==> config.mk <==
export PLATFORM = sky130hd
export DESIGN_NAME = execute_muldiv_unit
export DESIGN_NICKNAME = d
export VERILOG_FILES = /design/src/rtl/execute_muldiv_unit.sv
export SDC_FILE = /design/constraint.sdc
export NUM_CORES = 1
export LEC_CHECK = 0
export CORE_UTILIZATION = 45
export CTS_BUF_LIST = sky130_fd_sc_hd__clkbuf_4
export DETAILED_ROUTE_END_ITERATION = 16
export HOLD_SLACK_MARGIN = 0.05
export PLACE_DENSITY_LB_ADDON = 0.1
export REMOVE_ABC_BUFFERS = 1
export SLEW_MARGIN = 20
export SYNTH_ARGS = -nofsm -noshare
export SYNTH_HDL_FRONTEND = slang
export SYNTH_SLANG_ARGS = --single-unit
export TNS_END_PERCENT = 5
==> constraint.sdc <==
create_clock -name clk -period 4.95 [get_ports clk]
set_input_delay 0.495 -clock clk [delete_from_list [all_inputs] [get_ports clk]]
set_output_delay 0.495 -clock clk [all_outputs]
set_load 0.05 [all_outputs]
==> src/rtl/execute_muldiv_unit.sv <==
// Iterative RV32M multiply/divide unit for the Execute stage.
// Latency: 33 edges from start to DoneE for iterative ops, 1 edge for early-out ops.
// Backpressure: BusyE (combinational) stalls F/D/E while an op iterates; StartE is ignored outside IDLE.
//
// Ports:
//   clk, rst        clock, asynchronous active-low reset
//   StartE, FlushE  start a new M-op / abort any op in flight
//   MulDivOpE       funct3 (MUL, MULH, MULHSU, MULHU, DIV, DIVU, REM, REMU)
//   SrcAE, SrcBE    rs1 / rs2 operands after forwarding
//   BusyE           stall request to the hazard unit
//   DoneE, ResultE  one-cycle completion pulse and registered result
//
// Build option: define MULDIV_FAST_MUL_EN to complete all multiplies in one
// cycle through a 33x33 signed multiplier; divides still iterate.
module execute_muldiv_unit #(
    parameter int XLEN = 32
) (
    input  logic            clk,
    input  logic            rst,
    input  logic            StartE,
    input  logic            FlushE,
    input  logic [2:0]      MulDivOpE,
    input  logic [XLEN-1:0] SrcAE,
    input  logic [XLEN-1:0] SrcBE,
    output logic            BusyE,
    output logic            DoneE,
    output logic [XLEN-1:0] ResultE
);

    typedef enum logic [1:0] {
        IDLE = 2'd0,
        CALC = 2'd1,
        DONE = 2'd2
    } state_t;

    state_t      state;
    logic [2:0]  opReg;
    logic        negFlag;    // final result must be negated
    logic [31:0] bReg;       // multiplicand or divisor magnitude
    logic [63:0] acc;        // mul: {partial product, multiplier}; div: {rem, quot}
    logic [5:0]  count;

    // ---------------- start-time decode on the incoming operands
    logic        isDivIn;
    logic        aSigned;
    logic        bSigned;
    logic        signA;
    logic        signB;
    logic [31:0] aMagIn;
    logic [31:0] bMagIn;
    logic        negIn;
    logic        divZero;
    logic        divOvf;
    logic        mulEarly;
    logic        earlyOut;
    logic [31:0] earlyRes;
    logic [31:0] divEarlyRes;

    assign isDivIn = MulDivOpE[2];
    assign aSigned = (MulDivOpE == 3'b001) || (MulDivOpE == 3'b010) ||
                     (MulDivOpE == 3'b100) || (MulDivOpE == 3'b110);
    assign bSigned = (MulDivOpE == 3'b001) || (MulDivOpE == 3'b100) ||
                     (MulDivOpE == 3'b110);
    assign signA   = aSigned & SrcAE[31];
    assign signB   = bSigned & SrcBE[31];
    assign aMagIn  = signA ? (32'd0 - SrcAE) : SrcAE;
    assign bMagIn  = signB ? (32'd0 - SrcBE) : SrcBE;
    // Remainder takes the dividend's sign; quotient and products take the xor.
    assign negIn   = (isDivIn && MulDivOpE[1]) ? signA : (signA ^ signB);

    assign divZero = isDivIn && (SrcBE == 32'd0);
    assign divOvf  = isDivIn && !MulDivOpE[0] &&
                     (SrcAE == 32'h8000_0000) && (SrcBE == 32'hFFFF_FFFF);
    assign divEarlyRes = divZero ? (MulDivOpE[1] ? SrcAE : 32'hFFFF_FFFF)
                                 : (MulDivOpE[1] ? 32'd0 : 32'h8000_0000);

`ifdef MULDIV_FAST_MUL_EN
    // Sign-extending both operands to 64 bits gives the exact 33x33 signed
    // product in the low 64 bits of the multiply.
    logic [63:0] aExt;
    logic [63:0] bExt;
    logic [63:0] fastProd;
    logic [31:0] fastRes;

    assign aExt     = {{32{signA}}, SrcAE};
    assign bExt     = {{32{signB}}, SrcBE};
    assign fastProd = aExt * bExt;
    assign fastRes  = (MulDivOpE == 3'b000) ? fastProd[31:0] : fastProd[63:32];
    assign mulEarly = !isDivIn;
    assign earlyRes = isDivIn ? divEarlyRes : fastRes;
`else
    assign mulEarly = 1'b0;
    assign earlyRes = divEarlyRes;
`endif

    assign earlyOut = divZero || divOvf || mulEarly;

    // ---------------- one iteration step
    logic [32:0] mulSum;
    logic [63:0] mulNext;
    logic [32:0] divShift;
    logic        divFits;
    logic [31:0] divDiff;
    logic [63:0] divNext;
    logic [63:0] accNext;
    logic [63:0] mulFinal;
    logic [31:0] quotFinal;
    logic [31:0] remFinal;
    logic [31:0] calcRes;

    assign mulSum  = acc[0] ? ({1'b0, acc[63:32]} + {1'b0, bReg}) : {1'b0, acc[63:32]};
    assign mulNext = {mulSum, acc[31:1]};

    // Partial remainder stays below the divisor, so the shifted value fits in
    // 33 bits and a successful subtract always fits back in 32.
    assign divShift = {acc[63:32], acc[31]};
    assign divFits  = (divShift >= {1'b0, bReg});
    assign divDiff  = divShift[31:0] - bReg;
    assign divNext  = divFits ? {divDiff, acc[30:0], 1'b1}
                              : {divShift[31:0], acc[30:0], 1'b0};

    assign accNext  = opReg[2] ? divNext : mulNext;

    // Sign correction applied on the last iteration, straight into ResultE.
    assign mulFinal  = negFlag ? (64'd0 - accNext) : accNext;
    assign quotFinal = negFlag ? (32'd0 - accNext[31:0]) : accNext[31:0];
    assign remFinal  = negFlag ? (32'd0 - accNext[63:32]) : accNext[63:32];

    always_comb begin
        calcRes = 32'd0;
        case (opReg)
            3'b000:                 calcRes = mulFinal[31:0];
            3'b001, 3'b010, 3'b011: calcRes = mulFinal[63:32];
            3'b100, 3'b101:         calcRes = quotFinal;
            default:                calcRes = remFinal;
        endcase
    end

    assign BusyE = rst && ((state == CALC) ||
                           ((state == IDLE) && StartE && !FlushE && !earlyOut));

    // ---------------- control
    always_ff @(posedge clk or negedge rst) begin
        if (!rst) begin
            state   <= IDLE;
            opReg   <= 3'd0;
            negFlag <= 1'b0;
            bReg    <= 32'd0;
            acc     <= 64'd0;
            count   <= 6'd0;
            DoneE   <= 1'b0;
            ResultE <= '0;
        end else begin
            DoneE <= 1'b0;
            case (state)
                IDLE: begin
                    if (StartE && !FlushE) begin
                        if (earlyOut) begin
                            state   <= DONE;
                            ResultE <= earlyRes;
                            DoneE   <= 1'b1;
                        end else begin
                            state   <= CALC;
                            opReg   <= MulDivOpE;
                            negFlag <= negIn;
                            bReg    <= bMagIn;
                            acc     <= {32'd0, aMagIn};
                            count   <= 6'd0;
                        end
                    end
                end
                CALC: begin
                    if (FlushE) begin
                        state <= IDLE;
                    end else begin
                        acc   <= accNext;
                        count <= count + 6'd1;
                        if (count == 6'd31) begin
                            state   <= DONE;
                            ResultE <= calcRes;
                            DoneE   <= 1'b1;
                        end
                    end
                end
                DONE: begin
                    // EX advances to a new instruction; any StartE here is stale.
                    state <= IDLE;
                end
                default: begin
                    state <= IDLE;
                end
            endcase
        end
    end

endmodule

Word-level counts from Yosys, hierarchy flattened
Cells that the tools add are included.
- register bits: 141
- latch bits: 0
- bits in writable memories: 0
- ROM bits: 0
- input port bits: 71
- memories: 0
- add/subtract/negate cells: 8
- multiply operators: 0
- div/mod/pow operators: 0
- $lt $le $gt $ge: 1
- equal/unequal tests: 19
- shift-type cells: 0
- multiplexer cells: 36
- bitwise logic cells: 4
- reduce and logical (&&, ||, !) cells: 30
- operators with widths (operator ; number):
    $mux W64 ; 6
    $mux W32 ; 11
    $pmux W64 S2 ; 1
    $sub A1 B32 Y32 const A ; 4
    $pmux W32 S3 ; 1
    $eq A32 B32 Y1 const B ; 2
    $pmux W32 S2 ; 1
    $sub A1 B64 Y64 const A ; 1
    $add A32 B32 Y33 ; 1
    $ge A33 B32 Y1 ; 1
    $mux W33 ; 1
    $logic_not A32 Y1 ; 1
    $sub A32 B32 Y32 ; 1
    $mux W6 ; 3
    $eq A3 B3 Y1 const B ; 4
    $pmux W6 S2 ; 1
    $logic_and A1 B1 Y1 ; 10
    $eq A3 B2 Y1 const B ; 3
    $mux W2 ; 4
    $logic_or A1 B1 Y1 ; 7
    $add A6 B1 Y6 const B ; 1
    $eq A3 B1 Y1 const B ; 2
    $eq A6 B5 Y1 const B ; 1
    $ne A2 B2 Y1 const B ; 3
    other kinds (19) ; 27

Longest topological paths before layout
Gate-level depths: netlist (run 1).
- word-level depth: 9
- gate-level depth with buffers: 23

Least setup slack after synthesis (run 1)
OpenSTA, ideal clock, no wires.
- path type: reg-to-reg
- start point: reg acc[58]
- end point: reg ResultE[26]
- library setup time: 0.126 ns
- data arrival time: 5.139 ns
- setup slack: -0.316 ns
- cell stages (with the launch flop): 22
- buffers on the path: 5
- cells stage by stage: dfrtp_1 ha_1 buf_4 and4_4 nand2_1 or4_4 o211ai_1 clkbuf_1 clkbuf_1 o31ai_1 o22a_1 inv_1 ha_1 inv_1 or4_4 or4_4 buf_6 buf_2 nor4_1 mux2i_1 nand3_1 a221o_1
- word-level cells in the longest chain between the ends: 9
- elaborated cells between the ends (all ways): 15
- classes of those cells: 4 x add/sub; 1 x order compare; 10 x mux
- RTL lines (element ; RTL line ; RTL):
    start: declaration ; 40 ; logic [63:0] acc;
    start signal: assignment ; 167 ; acc <= {32'd0, aMagIn};
    start signal: assignment ; 176 ; acc <= accNext;
    $add A32 B32 Y33 / $ge A33 B32 Y1 (equally long branches) ; 111, 117 ;
    $mux W33 / $mux W64 (equally long branches) ; 111, 119 ;
    $mux W64 * ; 122 ; assign accNext = opReg[2] ? divNext : mulNext;
    $sub A1 B64 Y64, or another cell as far along ; 125 ; assign mulFinal = negFlag ? (64'd0 - accNext) : accNext;
    $mux W64, or another cell as far along ; 125 ;
    $pmux W32 S3 * ; 131 ; case (opReg)
    $mux W32 * ; 178 ; if (count == 6'd31) begin
    $mux W32 * ; 173 ; if (FlushE) begin
    $pmux W32 S2 * ; 155 ; case (state)
    end signal: assignment ; 160 ; ResultE <= earlyRes;
    end signal: assignment ; 180 ; ResultE <= calcRes;
    end: declaration ; 27 ; output logic [XLEN-1:0] ResultE
Mark *: on every way between the ends. The rest lies on a longest branch, timed or not. The select of a mux whose other input is x is not followed.
A chain may end at the register's enable or synchronous reset.

Worst setup path in the final report (run 1)
- start point: reg bReg[29]
- end point: reg ResultE[28]
- word-level cells in the longest chain between the ends: 9
- elaborated cells between the ends (all ways): 15
- classes of those cells: 4 x add/sub; 1 x order compare; 10 x mux
- RTL lines (element ; RTL line ; RTL):
    start: declaration ; 39 ; logic [31:0] bReg;
    start signal: assignment ; 166 ; bReg <= bMagIn;
    $add A32 B32 Y33 / $ge A33 B32 Y1 (equally long branches) ; 111, 117 ;
    $mux W33 / $mux W64 (equally long branches) ; 111, 119 ;
    $mux W64 * ; 122 ;
    $sub A1 B64 Y64, or another cell as far along ; 125 ;
    $mux W64, or another cell as far along ; 125 ;
    $pmux W32 S3 * ; 131 ;
    $mux W32 * ; 178 ;
    $mux W32 * ; 173 ;
    $pmux W32 S2 * ; 155 ;
Marks and branches as above.

==> results of run 1 <==
## report_power, final
part	total (mW)	switching, mW	leakage [nW]	internal [mW]
clock	0.924	0.519	0.166	0.406
sequential	1.57	0.228	1.76	1.34
combinational	6.61	3.99	6.19	2.62
## routing by layer
metal / vias to the layer above / share of wire / wire length (µm) / track usage
li1: 8458 / - / - / -
met1: 8822 / 0.42 / 29200 / 0.507
met2: 887 / 0.46 / 31700 / 0.625
met3: 167 / 0.071 / 4890 / 0.0449
met4: 0 / 0.049 / 3410 / 0.185
met5: - / 0 / 0 / 0
## registers in the layout, summed over array words and instances (netlist names)
signal	cells
acc	64
negFlag	1
DoneE	1
bReg	32
state	2
opReg	3
count	6
ResultE	32
## cell families (layout without fill, tap and decap cells)
family	after synthesis	count (layout)	synth area share
fa+ha+maj	72	72	0.0588
mux	53	53	0.0352
flops	141	141	0.226
xor+xnor	131	131	0.0736
simple gates	748	749	0.233
compound gates	774	774	0.319
buf+inv	213	481	0.0540
other cells	0	2	0
## area by class of cell
class / count / area [µm²] / share of cell area
Multi-Input combinational cell: 1779 / 11600 / 0.596
Sequential cell: 141 / 3530 / 0.182
Timing Repair Buffer: 377 / 3170 / 0.163
Tap cell: 448 / 561 / 0.0289
Inverter: 73 / 274 / 0.0141
Clock inverter: 12 / 171 / 0.00883
Clock buffer: 19 / 143 / 0.00734
Antenna cell: 2 / 5.00 / 0.000258
## how the worst max path moves through the flow
| stage | from | end | cells past startpoint |
|---|---|---|---|
| floorplan | SrcBE[17] | count[3]$_DFFE_PN0P_ | 12 |
| global placement | bReg[26]$_DFFE_PN0P_ | ResultE[28]$_DFFE_PN0P_ | 17 |
| detailed placement | bReg[26]$_DFFE_PN0P_ | ResultE[28]$_DFFE_PN0P_ | 17 |
| CTS | bReg[30]$_DFFE_PN0P_ | ResultE[28]$_DFFE_PN0P_ | 18 |
| global route | bReg[22]$_DFFE_PN0P_ | ResultE[28]$_DFFE_PN0P_ | 16 |
| finish | bReg[29]$_DFFE_PN0P_ | ResultE[28]$_DFFE_PN0P_ | 15 |
## critical path, cell delays in order (launching register included)
cell       delay [ps]
dfrtp_1           380
inv_1              70
ha_1              300
and4b_2           290
nand2_1            80
or4_4             530
a31o_4            260
buf_4             190
a2111oi_4         310
a221oi_2           90
or4_4             600
or4_4             620
or4_4             570
and3_4            200
o31ai_2           200
a22oi_1           110
## through the flow
step | setup slack [ps] | setup TNS (ps)
2_1_floorplan | -3250 | -250840
3_3_place_gp | -197 | -849
3_5_place_dp | -258 | -1330
4_1_cts | 2.80 | 0
5_1_grt | -118 | -541
6_report | 29.2 | 0
## what timing repair did
action / in CTS / in global routing
hold buffers: 1 / 0
hold endpoints to repair: 68 / 0
endpoints found under the setup margin: 10 / 22
resized for setup: 11 / 52
pin swaps: 1 / 16
setup buffers: 0 / 11
cloned: 0 / 1
## cell usage after synthesis, drive strengths merged (14+ instances only)
| library cell | number | area (µm²) |
|---|---|---|
| o21ai | 210 | 1050 |
| a21oi | 213 | 1070 |
| a311oi | 14 | 123 |
| ha | 70 | 876 |
| buf | 32 | 161 |
| clkbuf | 108 | 407 |
| xor2 | 60 | 526 |
| o31ai | 30 | 230 |
| and2 | 20 | 125 |
| a22o | 16 | 140 |
| a211oi | 29 | 218 |
| nor3 | 62 | 310 |
| nor2b | 16 | 100 |
| a31oi | 34 | 213 |
| nor4 | 19 | 119 |
| inv | 72 | 270 |
| xnor2 | 71 | 622 |
| or4 | 20 | 165 |
| o211ai | 25 | 188 |
| nand2b | 18 | 113 |
| or3 | 25 | 156 |
| nand3 | 41 | 205 |
| nand4 | 43 | 269 |
| dfrtp | 141 | 3530 |
| mux2 | 14 | 158 |
| a21o | 28 | 210 |
| o21a | 17 | 128 |
| mux2i | 39 | 390 |
| nand2 | 201 | 754 |
| or2 | 14 | 87.6 |
| nor2 | 218 | 818 |
| and3 | 17 | 111 |
| o41ai | 20 | 183 |
==> flow_summary.yaml, run 1 <==
status:
  status: "finished, final reports clean"
timing:
  fin_skew_ps: 26.0
  whs_ps: 428
  rsz0062_at_grt: "true"
  post-route-min-period_ps: 4920
  finalSetupViolCount: 0
  hold_viol_final: 0
  finalMaxSlewViolations: 0
  tightest_slew_ps: 1090
  fmax_mhz: 203
  timing.slew.headroom: 0.273
  post-route-period-util: 0.994
routing:
  drc_errors: 0
  vias: 18300
  wl_um: 69200
  avgRoutedWirePerCell_um: 24.3
  dr.pass1.iters: 5
  first_iter_violations: 2196
  viasPerCell: 6.43
  ant_nets: 0
layout:
  drive_gt1_frac: 0.170
  final_common_cell: "buf_4"
  layout_common_cells: "buf_4, nor2_1, a21oi_1"
  fillers: 3267
  final_cells: 2851
  final_net_count: 2532
  fin_util: 0.575
  area_growth_pct: 24.6
  fin_area_um2: 19400
yosys:
  synthArstFlopShare: 1.00
  synthCells: 2132
  synth-edff-count: 0
  synth_area_per_cell_um2: 7.31
  netlist_area_um2: 15600
  ys_seq_elements: 141
  ys_seq_area_frac: 0.226
  ys_warn_count: 0
  synth_cell_types: 91
  ys.flop_type: "dfrtp_1"
power:
  p_leak_nw: 8.12
  peakVddDrop_uv: 180
  cellPowerDensity_nw_per_um2: 469
  power_mw: 9.11
global_routing:
  grt_pass1_vias: 17300
  grt-ovfl-total: 0
  grt_pass1_wl_um: 104000
  antenna_found_initial: 1
  track_usage: 0.385
  grt_max_degree: 75
worst_setup_path:
  r2r_slack_ps: 30
  crit_path_end_kind: "flop"
  r2r_start: "bReg[29]$_DFFE_PN0P_"
  path_class: "reg2reg"
  cp_data_arrival_time_ps: 5450
  path_max_fanout: 9
  critPathLaunchType: "flop"
  r2r-end: "ResultE[28]$_DFFE_PN0P_"
  reg2regPathDepth: 15
  worstPathRequired_ps: 5480
clock_tree:
  clk_pin_slew_worst_paths_ps: 140
  clockRootBuffer: "clkbuf_4"
  clock-sinks: 141
  h-tree-depth: 4
  cts_buffers: 17
  worst_skew_pair.late_latency_ps: 650
  cts_tree: "done"
  clk_path_buf_depth: 2
placed_design:
  postPlaceCellArea_um2: 18700
  hpwlAfterDp_um: 53300
  io_buffers: 104
  dp_cells: 2805
  gp_congestion: 1.05
job:
  drv_cap: 0
floorplanning:
  ios: 105
  core_area_um2: 33800
  start_util: 0.461
  die_w_um: 188
  num_rows: 67
  die_y_um: 188
  die_area_um2: 35400
hold_path:
  hold_path.class: "in2async"
Power figures use the tool's default switching activity.
==> run 2: changes to the inputs <==
--- a/config.mk
+++ b/config.mk
@@ -5,6 +5,7 @@
 export SDC_FILE = /design/constraint.sdc
 export NUM_CORES = 1
 export LEC_CHECK = 0
+export ABC_AREA = 1
 export CORE_UTILIZATION = 45
 export CTS_BUF_LIST = sky130_fd_sc_hd__clkbuf_4
 export DETAILED_ROUTE_END_ITERATION = 16
==> run 2 against run 1 <==
Sequential share of layout area rose by 0.33 points; die area grew 9.5%; design area fell by 1.7%; synthesized cell count grew 39%; fmax up 6.9%; largest cell class unchanged.
==> flow_summary.yaml, run 2 <==
status:
  status: "finished, final reports clean"
floorplanning:
  core_area_um2: 37000
  num_rows: 70
  start_util: 0.462
  ios: 105
  die_y_um: 197
  die_area_um2: 38700
  die_w_um: 197
timing:
  finalSetupViolCount: 0
  hold_viol_final: 0
  rsz0062_at_grt: "false"
  whs_ps: 296
  timing.slew.headroom: 0.376
  tightest_slew_ps: 932
  finalMaxSlewViolations: 0
  setup-tns-final_ps: 0
  fin_ws_ps: 348
  fin_skew_ps: 33.1
  post-route-period-util: 0.930
  post-route-min-period_ps: 4600
  fmax_mhz: 217
worst_setup_path:
  worst_path_most_repeated_cell: "nand2_1"
  crit_path_end_kind: "flop"
  path_max_fanout: 25
  critPathLaunchType: "flop"
  worstPathRequired_ps: 5510
  cpMaxStageDelayCell: "dfrtp_1"
  path_class: "reg2reg"
  max_stage_delay_ps: 430
  r2r_start: "bReg[26]$_DFFE_PN0P_"
  startpoint: "bReg[26]$_DFFE_PN0P_"
  cp_data_arrival_time_ps: 5160
yosys:
  synth_top_cells_by_count: "nand2_1, inv_1, nor2_1, nand3_1, o21ai_0"
  synth_area_leaders: "dfrtp_1, nand2_1, inv_1"
  synthCells: 2965
  ys_warn_count: 0
  netlist_area_um2: 17100
  synth-edff-count: 0
  synth_area_per_cell_um2: 5.76
  synth_cell_types: 52
  yosysTopAreaCellShare: 0.207
  synthArstFlopShare: 1.00
  yosys.area.top_type: "dfrtp_1"
  ys_seq_area_frac: 0.207
  ys_seq_elements: 141
  ys.flop_type: "dfrtp_1"
  post-synth-top-count-cell: "nand2_1"
clock_tree:
  clk_pin_slew_worst_paths_ps: 150
  clockRootBuffer: "clkbuf_4"
  clock-sinks: 141
  cts_buffers: 17
  h-tree-depth: 4
  clk_path_buf_depth: 2
  cts_tree: "done"
  worst_skew_pair.late_latency_ps: 680
power:
  power_mw: 14.3
  peakVddDrop_uv: 409
  cellPowerDensity_nw_per_um2: 752
  p_leak_nw: 9.47
global_routing:
  grt_pass1_vias: 18400
  grt_max_degree: 98
  track_usage: 0.385
  antenna_found_initial: 3
  grt_pass1_wl_um: 112000
  grt-ovfl-total: 0
layout:
  area_growth_pct: 11.7
  top_regs: "acc x64, ResultE x32, bReg x32"
  top_register: "acc"
  layout_common_cells: "nand2_1, inv_1, nor2_1"
  fin_area_um2: 19100
  final_cells: 3556
  final_common_cell: "nand2_1"
  largest_reg_flops: 64
  final_net_count: 3179
  drive_gt1_frac: 0.0633
  fin_util: 0.516
placed_design:
  dp_cells: 3519
  io_buffers: 104
  postPlaceCellArea_um2: 18700
  gp_congestion: 1.03
  hpwlAfterDp_um: 59700
  dp_slack_ps: 408
hold_path:
  hold_path.class: "in2async"
routing:
  ant_nets: 0
  viasPerCell: 5.75
  avgRoutedWirePerCell_um: 21.0
  dr.pass1.iters: 6
  vias: 20400
  first_iter_violations: 2582
  drc_errors: 0
  wl_um: 74500
job:
  drv_cap: 0
==> run 2: cell types whose count changed after synthesis, moves of 44 or more <==
cell | before | now
nand3_1 | 41 | 257
inv_1 | 72 | 424
nor2_1 | 218 | 312
xnor2_1 | 71 | 27
clkbuf_1 | 107 | 58
nand2_1 | 201 | 815
==> run 2: timing repair <==
item                                   in CTS  in global routing
resized for setup                           0                  3
hold buffers                                1                  0
setup endpoints to repair                   0                  6
setup buffers                               0                  1
endpoints found under the hold margin      44                  0
==> run 2: kinds of logic after synthesis <==
family                     Yosys count  share of synthesized area
DFF                                141                      0.207
buffers and inverters              542                      0.124
AOI/OAI and AO/OA                  540                      0.171
xor gates and xnor gates            89                     0.0456
and+or+nand+nor                   1581                      0.399
adders and majority gates           72                     0.0536
==> run 2: power by group <==
part           switching [mW]  internal (mW)  leakage, nW
registers               0.462           1.61         1.76
logic                    7.95           3.29         7.52
clock network           0.523          0.502        0.186
==> run 2: per-layer routing <==
layer,wire [µm],global-route usage,up-vias
li1,-,-,9719
met1,34800,0.580,9494
met2,29300,0.537,1122
met3,8460,0.0934,108
met4,1980,0.106,0
met5,0,0,-
==> run 2: final timing paths <==
kind	endpoint	slack [ps]	depth (start not counted)
max	ResultE[14]$_DFFE_PN0P_	350	26
max reg2reg	ResultE[14]$_DFFE_PN0P_	350	26
min in group clk	count[4]$_DFFE_PN0P_	480	1
min reg2reg	count[4]$_DFFE_PN0P_	480	1
min	bReg[5]$_DFFE_PN0P_	300	2
max in group asynchronous	acc[46]$_DFFE_PN0P_	3530	3
==> run 2: cell type report <==
cell class                 instances  area [µm²]
inverter                         443        1660
fill                            3995       17900
antenna                            3        7.51
clock inverter                    15         241
clock buffer                      17         128
timing repair buffer             151        1420
sequential                       141        3530
multi-input combinational       2282       11500
tap                              504         631
==> run 2: critical path: cells and delay by family (launching register included) <==
kind / cells / cell delay, ps
fa+ha+maj: 2 / 650
simple gates: 15 / 1930
compound gates: 4 / 650
flops: 1 / 430
buf+inv: 5 / 830
